**src/rtl/count_bcd_display.sv**
```systemverilog
// Binary-to-BCD display stage: sequential double-dabble conversion feeding a multiplexed
// active-low seven-segment scan. Optional macro: LEADING_ZERO_BLANK_EN.
module count_bcd_display #(
  parameter int unsigned WIDTH   = 5,
  parameter int unsigned DIGITS  = 2,
  parameter int unsigned REFRESH = 50000
) (
  input  logic                  Clk,
  input  logic                  reset_n,
  input  logic [WIDTH-1:0]      Count,
  output logic [4*DIGITS-1:0]   Bcd,
  output logic                  Valid,
  output logic [6:0]            Seg,
  output logic [DIGITS-1:0]     An
);

  localparam int unsigned RW = (REFRESH > 1) ? $clog2(REFRESH) : 1;
  localparam int unsigned IW = (DIGITS > 1) ? $clog2(DIGITS) : 1;
  localparam int unsigned CW = $clog2(WIDTH + 1);

  localparam logic [RW-1:0] RefLast  = RW'(REFRESH - 1);
  localparam logic [IW-1:0] IdxLast  = IW'(DIGITS - 1);
  localparam logic [CW-1:0] IterLast = CW'(WIDTH - 1);

  typedef enum logic [1:0] {StStart, StIdle, StConv, StLoad} state_e;

  state_e                state_q;
  logic [WIDTH-1:0]      cap_q;
  logic [WIDTH-1:0]      bin_q;
  logic [4*DIGITS-1:0]   scr_q;
  logic [4*DIGITS-1:0]   scr_adj;
  logic [CW-1:0]         iter_q;
  logic [RW-1:0]         ref_q;
  logic [IW-1:0]         idx_q;
  logic [3:0]            nib;
  logic                  blank;

  function automatic logic [6:0] seg_decode(input logic [3:0] d);
    case (d)
      4'd0:    seg_decode = 7'h40;
      4'd1:    seg_decode = 7'h79;
      4'd2:    seg_decode = 7'h24;
      4'd3:    seg_decode = 7'h30;
      4'd4:    seg_decode = 7'h19;
      4'd5:    seg_decode = 7'h12;
      4'd6:    seg_decode = 7'h02;
      4'd7:    seg_decode = 7'h78;
      4'd8:    seg_decode = 7'h00;
      4'd9:    seg_decode = 7'h10;
      default: seg_decode = 7'h7F;
    endcase
  endfunction

  // Add-3 correction applied to every scratch nibble before the shift.
  always_comb begin
    scr_adj = scr_q;
    for (int k = 0; k < int'(DIGITS); k++) begin
      if (scr_q[4*k+:4] >= 4'd5) scr_adj[4*k+:4] = scr_q[4*k+:4] + 4'd3;
    end
  end

  always_ff @(posedge Clk or negedge reset_n) begin
    if (!reset_n) begin
      state_q <= StStart;
      cap_q   <= '0;
      bin_q   <= '0;
      scr_q   <= '0;
      iter_q  <= '0;
      Bcd     <= '0;
      Valid   <= 1'b0;
    end else begin
      case (state_q)
        StStart: begin
          cap_q   <= Count;
          bin_q   <= Count;
          scr_q   <= '0;
          iter_q  <= '0;
          state_q <= StConv;
        end
        StIdle: begin
          if (Count != cap_q) begin
            cap_q   <= Count;
            bin_q   <= Count;
            scr_q   <= '0;
            iter_q  <= '0;
            Valid   <= 1'b0;
            state_q <= StConv;
          end
        end
        StConv: begin
          {scr_q, bin_q} <= {scr_adj[4*DIGITS-2:0], bin_q, 1'b0};
          iter_q         <= iter_q + 1'b1;
          if (iter_q == IterLast) state_q <= StLoad;
        end
        StLoad: begin
          Bcd     <= scr_q;
          Valid   <= (Count == cap_q);
          state_q <= StIdle;
        end
        default: state_q <= StStart;
      endcase
    end
  end

  always_ff @(posedge Clk or negedge reset_n) begin
    if (!reset_n) begin
      ref_q <= '0;
      idx_q <= '0;
    end else if (ref_q == RefLast) begin
      ref_q <= '0;
      idx_q <= (idx_q == IdxLast) ? '0 : idx_q + 1'b1;
    end else begin
      ref_q <= ref_q + 1'b1;
    end
  end

  assign nib = Bcd[4*idx_q+:4];

`ifdef LEADING_ZERO_BLANK_EN
  logic [DIGITS-1:0] lz;  // lz[k]: digit k and every higher digit are zero

  always_comb begin
    lz = '0;
    lz[DIGITS-1] = (Bcd[4*DIGITS-1-:4] == 4'd0);
    for (int k = int'(DIGITS) - 2; k >= 0; k--) begin
      lz[k] = lz[k+1] && (Bcd[4*k+:4] == 4'd0);
    end
  end

  assign blank = (idx_q != '0) && lz[idx_q];
`else
  assign blank = 1'b0;
`endif

  always_ff @(posedge Clk or negedge reset_n) begin
    if (!reset_n) begin
      Seg <= 7'h7F;
      An  <= '1;
    end else begin
      Seg <= blank ? 7'h7F : seg_decode(nib);
      An  <= ~(DIGITS'(1) << idx_q);
    end
  end

endmodule
```
**config.mk**
```make
export PLATFORM = sky130hd
export DESIGN_NAME = count_bcd_display
export DESIGN_NICKNAME = d
export VERILOG_FILES = /design/src/rtl/count_bcd_display.sv
export SDC_FILE = /design/constraint.sdc
export NUM_CORES = 1
export LEC_CHECK = 0
export ABC_AREA = 1
export ABC_CLOCK_PERIOD_IN_PS = 2480
export BUFFER_PORTS_ARGS = -buffer_cell sky130_fd_sc_hd__buf_2
export CAP_MARGIN = 10
export CORE_UTILIZATION = 50
export CTS_CLUSTER_DIAMETER = 60
export DETAILED_ROUTE_END_ITERATION = 10
export PLACE_DENSITY = 0.69
export SETUP_SLACK_MARGIN = 0.2
export SLEW_MARGIN = 30
export SYNTH_ARGS = -nofsm -noshare
export SYNTH_HDL_FRONTEND = slang
export SYNTH_SLANG_ARGS = --single-unit
```
**constraint.sdc**
```tcl
create_clock -name Clk -period 2.48 [get_ports Clk]
set_clock_uncertainty 0.2 [all_clocks]
set_input_delay 0.372 -clock Clk [delete_from_list [all_inputs] [get_ports Clk]]
set_output_delay 0.372 -clock Clk [all_outputs]
set_load 0.02 [all_outputs]
```
### Yosys cells after proc, flatten, opt, wreduce, memory -nomap -nowiden

Memories as Yosys holds them, arrays and structs flattened. A register that Yosys moved wholly into a read port is not among the register bits.
Index checks and enable logic that the tools add are counted.

| storage, ports and cells | value |
|---|---|
| input bits | 7 |
| register bits after elaboration | 51 |
| logic and storage cells | 55 |
| memories | 1 |
| memory bits (read-only) | 112 |

Memories:

| memory | depth | width | rd ports | clocked after memory_dff | wr ports | line | RTL |
|---|---|---|---|---|---|---|---|
| (name not given) | 16 | 7 | 1 | 1 | 0 | 39 | `case (d)` |

| cells by class | value |
|---|---|
| multiplexer cells | 16 |
| $lt $le $gt $ge | 2 |
| equality and inequality tests | 9 |
| add/sub/neg operators | 5 |
| shift operators | 2 |
| bitwise gates (word level) | 1 |
| reductions and logical operators | 9 |

Operators with widths:

| cell | number |
|---|---|
| $pmux 8 s3 | 1 |
| $add 16x1->16 const B | 1 |
| $eq 16x16->1 const B | 1 |
| $mux 16 | 1 |
| $pmux 5 s3 | 1 |
| $pmux 5 s2 | 1 |
| $pmux 3 s3 | 1 |
| $ge 4x3->1 const B | 2 |
| $mux 8 | 1 |
| $pmux 2 s4 | 1 |
| $reduce_and 2->1 | 4 |
| $shiftx 8x4->4 | 1 |
| $mux 3 | 2 |
| $eq 5x5->1 | 1 |
| $mux 5 | 1 |
| $ne 5x5->1 | 1 |
| $add 4x2->4 const B | 1 |
| $eq 2x2->1 const B | 2 |
| $mux 2 | 2 |
| $mux 4 | 1 |
| $ne 2x2->1 const B | 2 |
| $reduce_bool 2->1 | 2 |
| $add 3x1->3 const B | 1 |
| $add 3x2->3 const B | 1 |
| 10 further kinds | 11 |

### Depth between registers and ports, before layout

Gate-level depths: netlist (run 1).

| logic depth | value |
|---|---|
| word-level depth | 3 |
| mapped depth | 9 |

### Worst setup path after synthesis (run 1)

Ideal clock, no wire load.

| timing path | value |
|---|---|
| kind | register to register |
| start point | register idx_q |
| end point | register Seg[0] |
| stages on the path, launching flop included | 8 |
| setup slack | 0.724 ns |
| required time | 2.195 ns |
| library setup time | 0.085 ns |
| path buffers | 0 |
| arrival | 1.470 ns |
| clock period less this slack | 1.756 ns |
| cell sequence | dfrtp_1 -> inv_2 -> or2_1 -> o21ai_0 -> inv_1 -> ha_1 -> o21ai_0 -> o21ai_1 |

| between the ends | value |
|---|---|
| cells in the longest elaborated chain, start to end | 1 |

Ends and longest elaborated chain:

| element | line | RTL |
|---|---|---|
| start, declared | 34 | `logic [IW-1:0] idx_q;` |
| start signal, assigned | 111 | `idx_q <= (idx_q == IdxLast) ? '0 : idx_q + 1'b1;` |
| $shiftx 8x4->4 | 117 | `assign nib = Bcd[4*idx_q+:4];` |
| end, declared | 13 | `output logic [6:0] Seg,` |

Every way passes these cells.
A chain may end at the register's enable or synchronous reset.

### Worst setup path after layout (run 1)

Same ends and word-level chain as after synthesis.

==> results of run 1 <==
-- power by group through the flow --
stage          Combinational [mW]  Clock [mW]  Sequential, mW
2_1_floorplan               0.877           0            1.58
3_3_place_gp                 1.31           0            1.47
3_5_place_dp                 1.34           0            1.48
4_1_cts                      1.36       0.900            1.46
5_1_grt                      1.56       0.931            1.50
6_report                     1.35       0.879            1.46
-- registers in the layout, indices dropped and copies added (netlist names) --
name and flops:
idx_q 1, Bcd 8, iter_q 3, bin_q 5, An 2, scr_q 8, state_q 2, ref_q 16
Seg 7, cap_q 5, Valid 1
-- worst reg2reg max path, cell delays in order (launching register included) --
cell     delay (ns)
dfrtp_1        0.49
inv_2          0.10
or2_1          0.21
o21ai_0        0.18
inv_1          0.16
ha_1           0.20
o21ai_0        0.21
o21ai_1        0.11
-- cell usage after synthesis, drive strengths merged --
cell type and n:
nand2 83, nor3 5, nand3 40, ha 12, o31ai 1, buf 4
o21ai 32, inv 50, a21oi 10, dfstp 9, nor2 34, nand4 4
clkbuf 3, or2 5, xor2 10, dfrtp 49, o22ai 1, xnor2 1
-- through the flow --
| stage | std cells | setup WS (ns) |
|---|---|---|
| 2_1_floorplan | 353 | 0.724 |
| 3_3_place_gp | 445 | 0.634 |
| 3_5_place_dp | 445 | 0.553 |
| 4_1_cts | 462 | 0.545 |
| 5_1_grt | 462 | 0.359 |
| 6_report | 462 | 0.541 |
-- repair_timing --
item	4_1_cts	5_1_grt
resized for setup	0	0
hold buffers	1	0
hold endpoints to repair	14	0
-- logic make-up (layout without fill, tap and decap cells) --
logic type / after synthesis / count (layout) / synth area share (%)
AOI/OAI and AO/OA: 44 / 44 / 8.50
adders and majority gates: 12 / 12 / 5.18
DFF: 58 / 58 / 50.5
xor gates and xnor gates: 11 / 11 / 3.32
and+or+nand+nor: 171 / 171 / 25.0
buffers and inverters: 57 / 94 / 7.51
-- per-layer routing --
| metal | track usage (%) | part of all wire (%) | vias to the layer above |
|---|---|---|---|
| met1 | 25.3 | 47 | 1069 |
| li1 | - | - | 1183 |
| met4 | 10.0 | 2.0 | 0 |
| met5 | 0 | 0 | - |
| met2 | 33.4 | 47 | 49 |
| met3 | 5.70 | 3.9 | 14 |
-- worst max-delay path by stage --
stage	cells past startpoint	slack [ns]	to
after floorplan	7	0.72	Seg[0]$_DFF_PN1_
final	7	0.54	Seg[0]$_DFF_PN1_
after CTS	7	0.54	Seg[0]$_DFF_PN1_
after global routing	7	0.36	Seg[6]$_DFF_PN1_
after global placement	7	0.63	Seg[0]$_DFF_PN1_
after detailed placement	7	0.55	Seg[0]$_DFF_PN1_
-- final cells by class --
class,count,area [µm²]
fill,528,2210
sequential,58,1460
multi-input combinational,238,1220
inverter,50,188
timing repair buffer,28,165
clock buffer,11,151
tap,72,90.1
clock inverter,5,52.6
==> metrics.txt, run 1 <==
status complete, no violations; Top delay family on crit path compound AO/OA/AOI/OAI gates; Worst-Skew Late Latency around 0.34 ns; VDD IR-drop max approximately 0.61 mV; CP cell instances inv_2, or2_1, o21ai_0, inv_1, ha_1, o21ai_0, o21ai_1; Post-DP HPWL 3730 µm; synthesized area per cell approximately 8.2 µm²; clock group share of total power a little under a quarter; Worst Hold Class in2reg; Peak Freq just over 500 MHz; Post-Route Utilization 60.1%; DR pass1 iterations 4; vias per cell 5.01; CTS tree built; slew margin rel. approximately 62%; # clock sinks 58; Setup Viol. Count Final 0; RePlAce Congestion 0.880; # DRC 0; post-synth cell types 26; pwr dens approximately 1100 nW/µm²; gr usage total roughly a fifth; layout cells sized above 1 approximately 16%; Slew @ Worst Pin 0.567 ns; Die Height just under 80 µm; Crit Path Class reg2reg; hold_sp Count[3]; Critical path origin idx_q$_DFFE_PN0N_; CTS buffer count 9; CP peak stage delay a little under 0.5 ns; Die Area around 6100 µm²; vias in the first global route approximately 2200; Crit Reg-Reg Endpoint Seg[0]$_DFF_PN1_; pin count of the biggest net entering global routing 36; fin. max-slew vios 0; dpl cell area 3110 µm²; Setup Buffers After CTS 0; synthesized area 2900 µm²; area share of the largest cell type after synthesis between 40% and 50%; NetSw 1.44 mW; crit path buf inv count 2; Final Power 3.69 mW; Setup crit end kind flop; num rows 27; most common cell after layout, fill and taps aside nand2_1; via count between 2000 and 2500; Syn Nets approximately 370; area of the core 5540 µm²; most frequent cells in the layout 82 x nand2_1, 49 x dfrtp_1, 48 x inv_1, 40 x nand3_1, 33 x nor2_1; Req. time, crit path ~2.5 ns; unrepaired setup endpoints after global routing no; Final #Nets just over 400; final setup TNS 0 ns; clk slew on worst S/H paths 0.07 ns; Synth warnings 0; Reg2Reg Launch Point idx_q$_DFFE_PN0N_; WHS Path Cells 3; Flop pwr share between 30% and 40%; first-pass GRT wire length slightly below 10000 µm; register bit total from synthesis 58; Fin. Hold Viols 0; ANT nets after route 0; CP arrival a little under 2 ns; r2r setup slk ~0.54 ns; leading area contributor after synthesis dfrtp_1; Hold EP cap_q[3]$_DFFE_PN0P_; register area share after synthesis slightly above 50%; hold slack slightly below 0.09 ns; top post-synthesis cells by area dfrtp_1 42%, nand2_1 11%, dfstp_2 8.2%; CP Max Fanout 7; final wirelength about 5400 µm; Root Driver clkbuf_8; CP Launch Type flop; Clock Tree Buf Depth 2; Comb pwr share between 30% and 40%; Tcrit/Tclk final ~78%; CP most frequent cell o21ai_0; Slowest-stage cell, CP dfrtp_1; fraction of power spent switching nets between 30% and 40%; Lkg Pwr ~1.8 nW; Final Cell Area 3330 µm²; Buffers on Ports 24; Initial Utilization 52.3%; WL/cell between 10 and 15 µm; ant diodes 0; die width ~80 µm; initial antenna violation count 0; Area Overhead vs Synth 14.8%; Syn Inst Count ~350; Max H-tree Level 3; path depth of the worst reg2reg path 7; DR iter-0 viols between 80 and 90; gr ovfl total 0; number of max-cap violations 0; P_int between 2 and 2.5 mW; IO Count 25; minimum clock period 1.94 ns
Note: power is estimated with default switching activity, not from simulation.
==> run 2, diff against run 1 <==
--- a/config.mk
+++ b/config.mk
@@ -5,8 +5,8 @@
 export SDC_FILE = /design/constraint.sdc
 export NUM_CORES = 1
 export LEC_CHECK = 0
-export ABC_AREA = 1
-export ABC_CLOCK_PERIOD_IN_PS = 2480
+export ABC_AREA = 0
+export ABC_CLOCK_PERIOD_IN_PS = 1800
 export BUFFER_PORTS_ARGS = -buffer_cell sky130_fd_sc_hd__buf_2
 export CAP_MARGIN = 10
 export CORE_UTILIZATION = 50
==> constraint.sdc (replaced) <==
create_clock -name Clk -period 1.8 [get_ports Clk]
set_clock_uncertainty 0.2 [all_clocks]
set_input_delay 0.27 -clock Clk [delete_from_list [all_inputs] [get_ports Clk]]
set_output_delay 0.27 -clock Clk [all_outputs]
set_load 0.02 [all_outputs]
==> metrics.txt, run 2 <==
WL met1 around 2600 µm; gr usage total around 22%; NetSw 2.22 mW; final setup TNS -0.191 ns; Die Height roughly 77 µm; Req. time, crit path ~1.8 ns; slew margin rel. 78.9%; Lkg Pwr 1.77 nW; Syn Inst Count ~260; Slew @ Worst Pin about 0.32 ns; Setup crit end kind flop; final wirelength 6250 µm; # clock sinks 58; DR pass1 iterations 4; Max H-tree Level 3; Root Driver clkbuf_8; via count between 2000 and 2500; vias per cell 5.31; area of the core between 5000 and 6000 µm²; Largest Register ref_q; Syn Nets 281; vias in the first global route roughly 2200; violated checks setup timing; P_int 3.66 mW; ANT nets after route 0; first-pass GRT wire length between 10000 and 15000 µm; final setup margin -0.0439 ns; DR iter-0 viols ~110; clk slew on worst S/H paths approximately 0.06 ns; Setup WS pre-CTS -0.146 ns; met3 routed WL 251 µm; CTS tree built; Peak Freq approximately 540 MHz; Post-DP HPWL between 3000 and 4000 µm; Area Overhead vs Synth 34.6%; count leader, synth dfrtp_1; Final Cell Area 3790 µm²; top post-synthesis cells by area dfrtp_1 43%, dfstp_2 8.4%, ha_1 5.3%; Crit Path Class reg2reg; IO Count 25; initial antenna violation count 0; status complete, but fails checks; Tcrit/Tclk final 102%; CP arrival around 1.9 ns; register bit total from synthesis 58; unrepaired setup endpoints after global routing yes; async set-reset flop share out of synthesis 100%; synthesized area approximately 2800 µm²; Commonest cells post-synth 49 x dfrtp_1, 25 x nor2_1, 19 x nand2_1; Main synth FF type dfrtp_1; fraction of power spent switching nets 37.7%; gr ovfl total 0; VDD IR-drop max roughly 0.85 mV; Die Area ~5900 µm²; register area share after synthesis approximately half; number of max-cap violations 0; hold slack 0.0185 ns; met2 wire len about 3300 µm; CP cell instances xor2_1, or3b_4, o21a_4, mux2_4; most frequent cells in the layout 47 x dfrtp_1, 35 x buf_4, 24 x buf_2, 19 x nand2_1, 14 x nor2_1; Flop pwr share around a third; ant diodes 0; Initial Utilization approximately 54%; Top Metal Used met4; WL/cell between 15 and 20 µm; CTS buffer count 9; synthesized area per cell about 11 µm²; CP Max Fanout 4; Buffers on Ports 24; pin count of the biggest net entering global routing approximately 60; Worst-Skew Late Latency 0.35 ns; max reg flops 16; leading area contributor after synthesis dfrtp_1; minimum clock period 1.84 ns; Setup Viol. Count Final 9; Slowest-stage cell, CP or3b_4; Fill cells approximately 390; # DRC 0; num rows 26; Worst Hold Class in2reg; CP peak stage delay roughly 0.42 ns; Clock Tree Buf Depth 2; Comb pwr share 46.3%; fin. max-slew vios 0; Largest regs ref_q x16, Bcd x8, scr_q x8; crit path buf inv count 0; layout cells sized above 1 between 40% and 50%; Synth warnings 0; dpl cell area roughly 3200 µm²; clock group share of total power a little under a fifth; CP Launch Type flop; Post-Route Utilization between 70% and 80%; RePlAce Congestion around 0.84; pwr dens roughly 1500 nW/µm²; most common cell after layout, fill and taps aside dfrtp_1; area share of the largest cell type after synthesis between 40 and 50%; Fin. Hold Viols 0; number of synthesized flops with an enable pin 0; die width slightly below 80 µm; Top delay family on crit path simple AND/OR/NAND/NOR gates; Final #Nets approximately 350; post-synth cell types ~40
-- run 2: cell types whose count changed in the layout (fill, tap and decap cells not counted), moves of 5 or more --
cell	change
a21oi_2	+6
buf_4	+33
buf_6	+6
inv_1	-36
mux2_2	+8
mux2_4	+6
mux2i_1	+5
nand2_1	-63
nand2b_1	+5
nand3_1	-29
nor2_1	-19
nor2_4	+8
o21ai_0	-16
xnor2_1	+10
-- run 2: kinds of logic (layout without fill, tap and decap cells) --
group | after synthesis | in the layout | synth area share [%]
XOR/XNOR | 23 | 23 | 7.14
buffers and inverters | 23 | 99 | 3.64
multiplexers | 20 | 20 | 7.99
AO/OA/AOI/OAI | 42 | 42 | 9.10
AND/OR/NAND/NOR | 84 | 84 | 15.0
adder cells (fa/ha/maj) | 12 | 12 | 5.32
flip-flops | 58 | 58 | 51.9
-- run 2: worst paths after layout --
check                                  endpoint                 start  slack, ns  cells past startpoint
setup reg to reg           bin_q[3]$_DFFE_PN0P_  cap_q[0]$_DFFE_PN0P_      -0.04                      4
min in group asynchronous    ref_q[5]$_DFF_PN0_               reset_n       0.27                      3
hold reg to reg              Bcd[5]$_DFFE_PN0P_    Bcd[5]$_DFFE_PN0P_       0.31                      2
max in group asynchronous       An[0]$_DFF_PN1_               reset_n       0.84                      3
hold / removal             cap_q[3]$_DFFE_PN0P_              Count[3]       0.02                      2
setup / recovery           bin_q[3]$_DFFE_PN0P_  cap_q[0]$_DFFE_PN0P_      -0.04                      4
-- run 2: final cells by class --
cell class | instances | area, µm² | share of cell area, %
inverter | 15 | 61.3 | 1.62
timing repair buffer | 68 | 490 | 12.9
clock inverter | 2 | 10.0 | 0.264
multi-input combinational | 181 | 1510 | 39.7
clock buffer | 14 | 173 | 4.55
tap | 70 | 87.6 | 2.31
sequential | 58 | 1470 | 38.6
-- run 2: power groups by stage --
stage / Combinational, mW / Sequential (mW) / Clock, mW
detailed placement: 2.30 / 2.07 / 0
global route: 2.96 / 2.10 / 1.19
global placement: 2.24 / 2.04 / 0
floorplan: 1.46 / 2.19 / 0
CTS: 2.51 / 2.05 / 1.12
finish: 2.72 / 2.06 / 1.10
-- run 2: stage by stage --
step / std cells / power [mW]
3_3_place_gp: 371 / 4.28
2_1_floorplan: 262 / 3.65
5_1_grt: 408 / 6.25
3_5_place_dp: 371 / 4.36
6_report: 408 / 5.88
4_1_cts: 406 / 5.67
-- run 2: layer usage --
layer	global-route usage, %	vias up
met5	0	-
met4	12.1	0
met3	5.83	7
met2	35.8	45
met1	27.4	1067
li1	-	1049
-- run 2: timing repair --
item,in CTS,in global routing
gates cloned,0,0
pin swaps,9,6
hold buffers,2,0
resized for setup,23,37
endpoints found under the hold margin,52,0
setup endpoints to repair,34,37
buffers inserted,17,2
-- run 2: worst register-to-register path, stage by stage (launching register included) --
cell	delay (ns)
dfrtp_1	0.39
xor2_1	0.18
or3b_4	0.42
o21a_4	0.24
mux2_4	0.30
